==> src/rtl/servo_pkg.sv <==
// Shared types and default timing for the servo PWM path (25 MHz clock).
package servo_pkg;

  typedef enum logic [1:0] {
    WAIT_LOW,
    WAIT_RISE,
    HIGH,
    QUANT
  } cap_state_t;

  typedef logic [19:0] width_t;
  typedef logic [3:0]  angle_t;

  localparam int unsigned DEF_MIN_W    = 25000;
  localparam int unsigned DEF_STEP     = 1666;
  localparam int unsigned DEF_RUNT_W   = 12500;
  localparam int unsigned DEF_HIGH_MAX = 62500;
  localparam int unsigned DEF_LOST_MAX = 750000;
  localparam int unsigned DEF_FILT_LEN = 8;

endpackage

==> src/rtl/pwm_in_cond.sv <==
// PWM input conditioning: 2-flop synchronizer, optional deglitch, edge detect.
// Deglitch stage is present only when PWM_CAPTURE_FILTER_EN is defined.
module pwm_in_cond #(
  parameter int unsigned FILT_LEN = 8
) (
  input  logic clk,
  input  logic rst_n,
  input  logic pwm,
  output logic level,
  output logic rise,
  output logic fall,
  output logic ready
);

  logic       sync_q1;
  logic       sync_q2;
  logic [1:0] prime_q;
  logic       level_d;

  // prime_q[1] marks that sync_q2 holds a real sample rather than its reset value
  always_ff @(posedge clk or negedge rst_n) begin
    if (!rst_n) begin
      sync_q1 <= 1'b0;
      sync_q2 <= 1'b0;
      prime_q <= 2'b00;
    end else begin
      sync_q1 <= pwm;
      sync_q2 <= sync_q1;
      prime_q <= {prime_q[0], 1'b1};
    end
  end

`ifdef PWM_CAPTURE_FILTER_EN
  localparam int CW = (FILT_LEN > 1) ? $clog2(FILT_LEN) : 1;
  localparam logic [CW-1:0] RELOAD = CW'(FILT_LEN - 1);

  logic [CW-1:0] stab_cnt;
  logic          filt_q;
  logic          filt_primed;

  // Filter output is seeded from the first real sample, then only follows
  // a new level that has held for FILT_LEN consecutive clocks.
  always_ff @(posedge clk or negedge rst_n) begin
    if (!rst_n) begin
      filt_q      <= 1'b0;
      filt_primed <= 1'b0;
      stab_cnt    <= RELOAD;
    end else if (!filt_primed) begin
      filt_q      <= sync_q2;
      filt_primed <= prime_q[1];
    end else if (sync_q2 == filt_q) begin
      stab_cnt <= RELOAD;
    end else if (stab_cnt == '0) begin
      filt_q   <= sync_q2;
      stab_cnt <= RELOAD;
    end else begin
      stab_cnt <= stab_cnt - CW'(1);
    end
  end

  assign level = filt_q;
  assign ready = filt_primed;
`else
  assign level = sync_q2;
  assign ready = prime_q[1];
`endif

  always_ff @(posedge clk or negedge rst_n) begin
    if (!rst_n) level_d <= 1'b0;
    else        level_d <= level;
  end

  assign rise = level & ~level_d;
  assign fall = ~level & level_d;

endmodule

==> src/rtl/pwm_capture.sv <==
// Servo PWM receiver: measures pulse high time and quantizes it to a 4-bit angle code.
// Define PWM_CAPTURE_FILTER_EN to insert the FILT_LEN-clock input deglitch stage.
//
// state     | meaning
// WAIT_LOW  | wait for a settled low input so a pulse already in progress is skipped
// WAIT_RISE | idle low, waiting for the next rising edge
// HIGH      | counting high time, checking runt / over-long limits
// QUANT     | repeated subtraction of STEP from (width - MIN_W) to form the angle code
module pwm_capture
  import servo_pkg::*;
#(
  parameter int unsigned MIN_W    = DEF_MIN_W,
  parameter int unsigned STEP     = DEF_STEP,
  parameter int unsigned RUNT_W   = DEF_RUNT_W,
  parameter int unsigned HIGH_MAX = DEF_HIGH_MAX,
  parameter int unsigned LOST_MAX = DEF_LOST_MAX,
  parameter int unsigned FILT_LEN = DEF_FILT_LEN
) (
  input  logic   i_Clk,
  input  logic   clr_n,
  input  logic   i_Pwm,
  output angle_t o_angle,
  output width_t o_width,
  output logic   o_valid,
  output logic   o_err,
  output logic   o_lost
);

  localparam width_t MIN_V  = width_t'(MIN_W);
  localparam width_t STEP_V = width_t'(STEP);
  localparam width_t RUNT_V = width_t'(RUNT_W);
  localparam width_t HMAX_V = width_t'(HIGH_MAX);
  localparam int     LW     = $clog2(LOST_MAX + 1);
  localparam logic [LW-1:0] LOST_V   = LW'(LOST_MAX);
  localparam logic [LW-1:0] LOST_PRE = LW'(LOST_MAX - 1);

  logic s, rise, fall, ready;

  pwm_in_cond #(
    .FILT_LEN(FILT_LEN)
  ) u_in_cond (
    .clk  (i_Clk),
    .rst_n(clr_n),
    .pwm  (i_Pwm),
    .level(s),
    .rise (rise),
    .fall (fall),
    .ready(ready)
  );

  cap_state_t    state, state_nxt;
  width_t        width, rem;
  angle_t        q;
  logic [LW-1:0] lost_cnt;
  logic          width_ld, width_inc, quant_ld, quant_step, cap_done, err_set;
  logic          lost_win;

  always_ff @(posedge i_Clk or negedge clr_n) begin
    if (!clr_n) state <= WAIT_LOW;
    else        state <= state_nxt;
  end

  always_comb begin
    state_nxt  = state;
    width_ld   = 1'b0;
    width_inc  = 1'b0;
    quant_ld   = 1'b0;
    quant_step = 1'b0;
    cap_done   = 1'b0;
    err_set    = 1'b0;
    case (state)
      WAIT_LOW: begin
        if (ready && !s) state_nxt = WAIT_RISE;
      end
      WAIT_RISE: begin
        if (rise) begin
          width_ld  = 1'b1;
          state_nxt = HIGH;
        end
      end
      HIGH: begin
        // Over-long wins over a coincident fall so no width above HIGH_MAX is reported.
        if (width > HMAX_V) begin
          err_set   = 1'b1;
          state_nxt = WAIT_LOW;
        end else if (fall) begin
          if (width < RUNT_V) begin
            err_set   = 1'b1;
            state_nxt = WAIT_RISE;
          end else begin
            quant_ld  = 1'b1;
            state_nxt = QUANT;
          end
        end else begin
          width_inc = 1'b1;
        end
      end
      QUANT: begin
        if (rem >= STEP_V && q != 4'd15) begin
          quant_step = 1'b1;
        end else begin
          cap_done  = 1'b1;
          state_nxt = WAIT_RISE;
        end
      end
      default: state_nxt = WAIT_LOW;
    endcase
  end

  always_ff @(posedge i_Clk or negedge clr_n) begin
    if (!clr_n) begin
      width <= '0;
      rem   <= '0;
      q     <= '0;
    end else begin
      if (width_ld)                       width <= 20'd1;
      else if (width_inc && width != '1)  width <= width + 20'd1;
      if (quant_ld) begin
        rem <= (width > MIN_V) ? (width - MIN_V) : '0;
        q   <= '0;
      end else if (quant_step) begin
        rem <= rem - STEP_V;
        q   <= q + 4'd1;
      end
    end
  end

  always_ff @(posedge i_Clk or negedge clr_n) begin
    if (!clr_n) begin
      o_angle <= '0;
      o_width <= '0;
      o_valid <= 1'b0;
      o_err   <= 1'b0;
    end else begin
      o_valid <= cap_done;
      if (cap_done) begin
        o_angle <= q;
        o_width <= width;
        o_err   <= 1'b0;
      end else if (err_set) begin
        o_err <= 1'b1;
      end
    end
  end

  assign lost_win = (state == WAIT_LOW) || (state == WAIT_RISE);

  // Loss timer holds at LOST_MAX; o_lost rises on the same edge the count lands there.
  always_ff @(posedge i_Clk or negedge clr_n) begin
    if (!clr_n) begin
      lost_cnt <= '0;
      o_lost   <= 1'b0;
    end else begin
      if (rise)                                 lost_cnt <= '0;
      else if (lost_win && lost_cnt != LOST_V)  lost_cnt <= lost_cnt + LW'(1);
      if (cap_done)                                        o_lost <= 1'b0;
      else if (!rise && lost_win && lost_cnt == LOST_PRE)  o_lost <= 1'b1;
    end
  end

endmodule

==> config.mk <==
export PLATFORM = sky130hd
export DESIGN_NAME = pwm_capture
export DESIGN_NICKNAME = d
export VERILOG_FILES = /design/src/rtl/servo_pkg.sv /design/src/rtl/pwm_in_cond.sv /design/src/rtl/pwm_capture.sv
export SDC_FILE = /design/constraint.sdc
export NUM_CORES = 1
export LEC_CHECK = 0
export CELL_PAD_IN_SITES_DETAIL_PLACEMENT = 0
export CELL_PAD_IN_SITES_GLOBAL_PLACEMENT = 2
export CORE_MARGIN = 5
export CORE_UTILIZATION = 35
export CTS_BUF_LIST = sky130_fd_sc_hd__clkbuf_4
export DETAILED_ROUTE_END_ITERATION = 7
export PLACE_DENSITY_LB_ADDON = 0.2
export RECOVER_POWER = 50
export SLEW_MARGIN = 20
export SYNTH_ARGS = -nofsm -noshare
export SYNTH_HDL_FRONTEND = slang
export SYNTH_SLANG_ARGS = --single-unit
==> constraint.sdc <==
create_clock -name i_Clk -period 7.6 [get_ports i_Clk]
set_input_delay 1.52 -clock i_Clk [delete_from_list [all_inputs] [get_ports i_Clk]]
set_output_delay 1.52 -clock i_Clk [all_outputs]
set_load 0.03 [all_outputs]
==> summary.txt <==
die area: 17,500 µm²
fin crit share: 0.460
Mapped Area: 5230 µm²
TritonCTS clock tree: done
share of cells above drive strength 1: 0.0855
Placed Area: 5630 µm²
final wirelength: 12,200 µm
vias in the first global route: 3,862
WS Path Type: input pin to asynchronous set/reset pin
area of the multi-input gates: 2560 µm²
Final Wtd Congestion: 0.876
Clock Pin Slew Worst Setup and Hold Paths: 0.14 ns
maximum vdd ir drop: 0.0000646 V
CTS buffer count: 9
Die Y-Extent: 132 µm
initial antenna violation count: 1
final hold viol count: 0
Gate Count Post-Synth: 515
CP top delay family: buffers and inverters
Worst Setup End Kind: asynchronous set/reset pin
Synth top area share: 0.469
NetSw: 0.000376 W
Post-CTS Setup Bufs: 0
Syn Area/Cell: 10.2 µm²
cell row count: 44
hpwl dp: 8780 µm
setup TNS: 0 ns
GRT Residual Overflow: 0
post-CTS resize count: 0
Final nets: 548
failing checks: max-capacitance violations, max-slew violations
Initial Util: 0.358
# placed instances: 706
main area contributors after synthesis: dfrtp_1 47%, xnor2_1 4.9%, xor2_1 4.2%
ANT nets after route: 0
Clock Latency Late Sink: 0.48 ns
Setup WS post-layout: 4.10 ns
Max Freq: 0.286 GHz
core area: 14,600 µm²
clk buf depth: 2
maxcap violations: 1
pins over their slew limit: 41
Syn Nets: 530
Via density: 5.19
Slew @ Worst Pin: 2.37 ns
Internal Power: 0.000711 W
Worst EP required: 8.15 ns
largest net degree at the start of global routing: 60
CP cell instances: clkbuf_1, buf_4
Area growth syn-to-layout: 9.84%
Register Area: 2450 µm²
Hold Path Class: register to register
post-synthesis sequential area ratio: 0.469
vias after detailed routing: 3,757
wire per inst: 16.9 µm
Power Density: 189 nW/µm²
Sink Count: 98
Remaining DRCs: 0
First-pass DRT Iterations: 4
asr flop ratio synth: 1.00
slew margin rel.: -0.580
sequential power share: 0.543
Leakage: 2.52 nW
WP data arrival: 4.04 ns
H-tree depth: 3
IO Port Bufs: 29
Tot GR Track Use: 0.146
number of synthesized register bits: 98
setup violators final: 0
outcome: complete, but fails checks
switch share: 0.346
Min Clock Period, post-route: 3.50 ns
CP startpoint kind: input pin
Critical Path Max Stage Delay: 1.65 ns
Clock Skew: 0.0213 ns
Top FF cell, synth: dfrtp_1
count of flip-flops with a built-in enable after synthesis: 0
final non-filler cell total: 724
Die X: 132 µm
Yosys cell types: 62
RSZ-0062 raised after global routing: no
pre-CTS setup slack: 4.11 ns
Tot Pwr: 0.00109 W
final instance area: 5740 µm²
crit path max-delay cell type: clkbuf_1
drt initial violations: 107
Worst Path Max Fanout: 59
Synth warnings: 0
Fill cells: 1,449
Clk pwr share: 0.231
power share of the combinational group: 0.225
cell taking the most area after synthesis: dfrtp_1
worst path bufs/invs: 2
I/O pin cnt: 30
first-pass GRT wire length: 20,600 µm
Post-CTS Hold Fix Bufs: 0
Root Driver: clkbuf_4
final timing paths:
check	startpoint	endpoint	slack, ns	cells after the start
min in group asynchronous	clr_n	o_angle[1]$_DFFE_PN0P_	1.72	1
hold reg to reg	u_in_cond.prime_q[0]$_DFF_PN0_	u_in_cond.prime_q[1]$_DFF_PN0_	0.37	0
setup / recovery	clr_n	width[6]$_DFFE_PN0P_	4.10	2
max in group i_Clk	width[11]$_DFFE_PN0P_	rem[8]$_DFFE_PN0P_	4.13	6
hold / removal	u_in_cond.prime_q[0]$_DFF_PN0_	u_in_cond.prime_q[1]$_DFF_PN0_	0.37	0
setup reg to reg	width[11]$_DFFE_PN0P_	rem[8]$_DFFE_PN0P_	4.13	6
cells in the final DEF, fill, tap and decap left out, types with 6 or more instances in the layout:
cell | synthesis | final
o21ai_0 | 23 | 23
and3_1 | 7 | 7
or3_1 | 7 | 7
clkdlybuf4s50_1 | 0 | 27
xnor2_1 | 29 | 29
and2_1 | 10 | 7
xor2_1 | 25 | 25
ha_1 | 12 | 12
mux2_4 | 10 | 10
clkbuf_4 | 0 | 9
nor4_1 | 10 | 10
o21a_1 | 8 | 8
dfrtp_1 | 98 | 98
o22ai_1 | 13 | 13
nor2_1 | 56 | 56
or4_1 | 8 | 8
a21oi_1 | 18 | 18
nand2_1 | 40 | 40
nor3_1 | 12 | 12
o211ai_1 | 6 | 6
inv_1 | 19 | 19
mux2_1 | 7 | 7
nand3_1 | 9 | 9
cell type report:
class | instances | area share
diodes | 2 | 0.000872
clock buffers | 9 | 0.0118
clock inverters | 7 | 0.00784
inverters | 19 | 0.0124
multi-input cells | 373 | 0.447
flip-flops and latches | 98 | 0.427
well taps | 184 | 0.0401
repair buffers | 32 | 0.0534
power by group through the flow:
| stage | logic [W] | registers [W] | clock network, W |
|---|---|---|---|
| after floorplan | 0.000166 | 0.000604 | 0 |
| after global placement | 0.000249 | 0.000599 | 0 |
| after detailed placement | 0.000250 | 0.000601 | 0 |
| after CTS | 0.000251 | 0.000591 | 0.000267 |
| after global routing | 0.000277 | 0.000596 | 0.000288 |
| final | 0.000245 | 0.000590 | 0.000251 |
stage by stage:
stage	utilization	hold slack (ns)
after global routing	0.394	0.380
after global placement	0.386	0.333
final	0.394	0.368
after floorplan	-	0.331
after detailed placement	0.386	0.338
after CTS	0.393	0.372
flip-flops by register name, summed over array words and instances, names as in the netlist:
| signal | flops |
|---|---|
| o_lost | 1 |
| o_valid | 1 |
| u_in_cond.sync_q1 | 1 |
| width | 20 |
| o_width | 20 |
| o_angle | 4 |
| state | 2 |
| u_in_cond.prime_q | 2 |
| lost_cnt | 20 |
| rem | 20 |
| u_in_cond.level_d | 1 |
| q | 4 |
| o_err | 1 |
| u_in_cond.level | 1 |
metal layers:
layer  track usage  share of wire
met4        0.0498          0.016
met5             0              0
met3        0.0313          0.024
met1         0.196           0.48
met2         0.234           0.48
kinds of logic after synthesis:
logic type / Yosys count / share of synthesized area
simple gates: 187 / 0.187
flops: 98 / 0.469
compound gates: 96 / 0.128
xor+xnor: 54 / 0.0905
buf+inv: 44 / 0.0404
mux: 23 / 0.0555
fa+ha+maj: 12 / 0.0287
other cells: 1 / 0.000717
cell usage after synthesis, types with 5 or more instances:
library cell  number
dfrtp_1           98
nor2_1            56
nand2_1           40
xnor2_1           29
xor2_1            25
o21ai_0           23
inv_1             19
a21oi_1           18
clkbuf_1          14
o22ai_1           13
ha_1              12
nor3_1            12
and2_1            10
mux2_4            10
nor4_1            10
nand3_1            9
o21a_1             8
or4_1              8
and3_1             7
mux2_1             7
or3_1              7
o211ai_1           6
mux2i_1            5
nand4_1            5
nor2b_1            5
No activity file was read; power rests on OpenSTA's default activity.
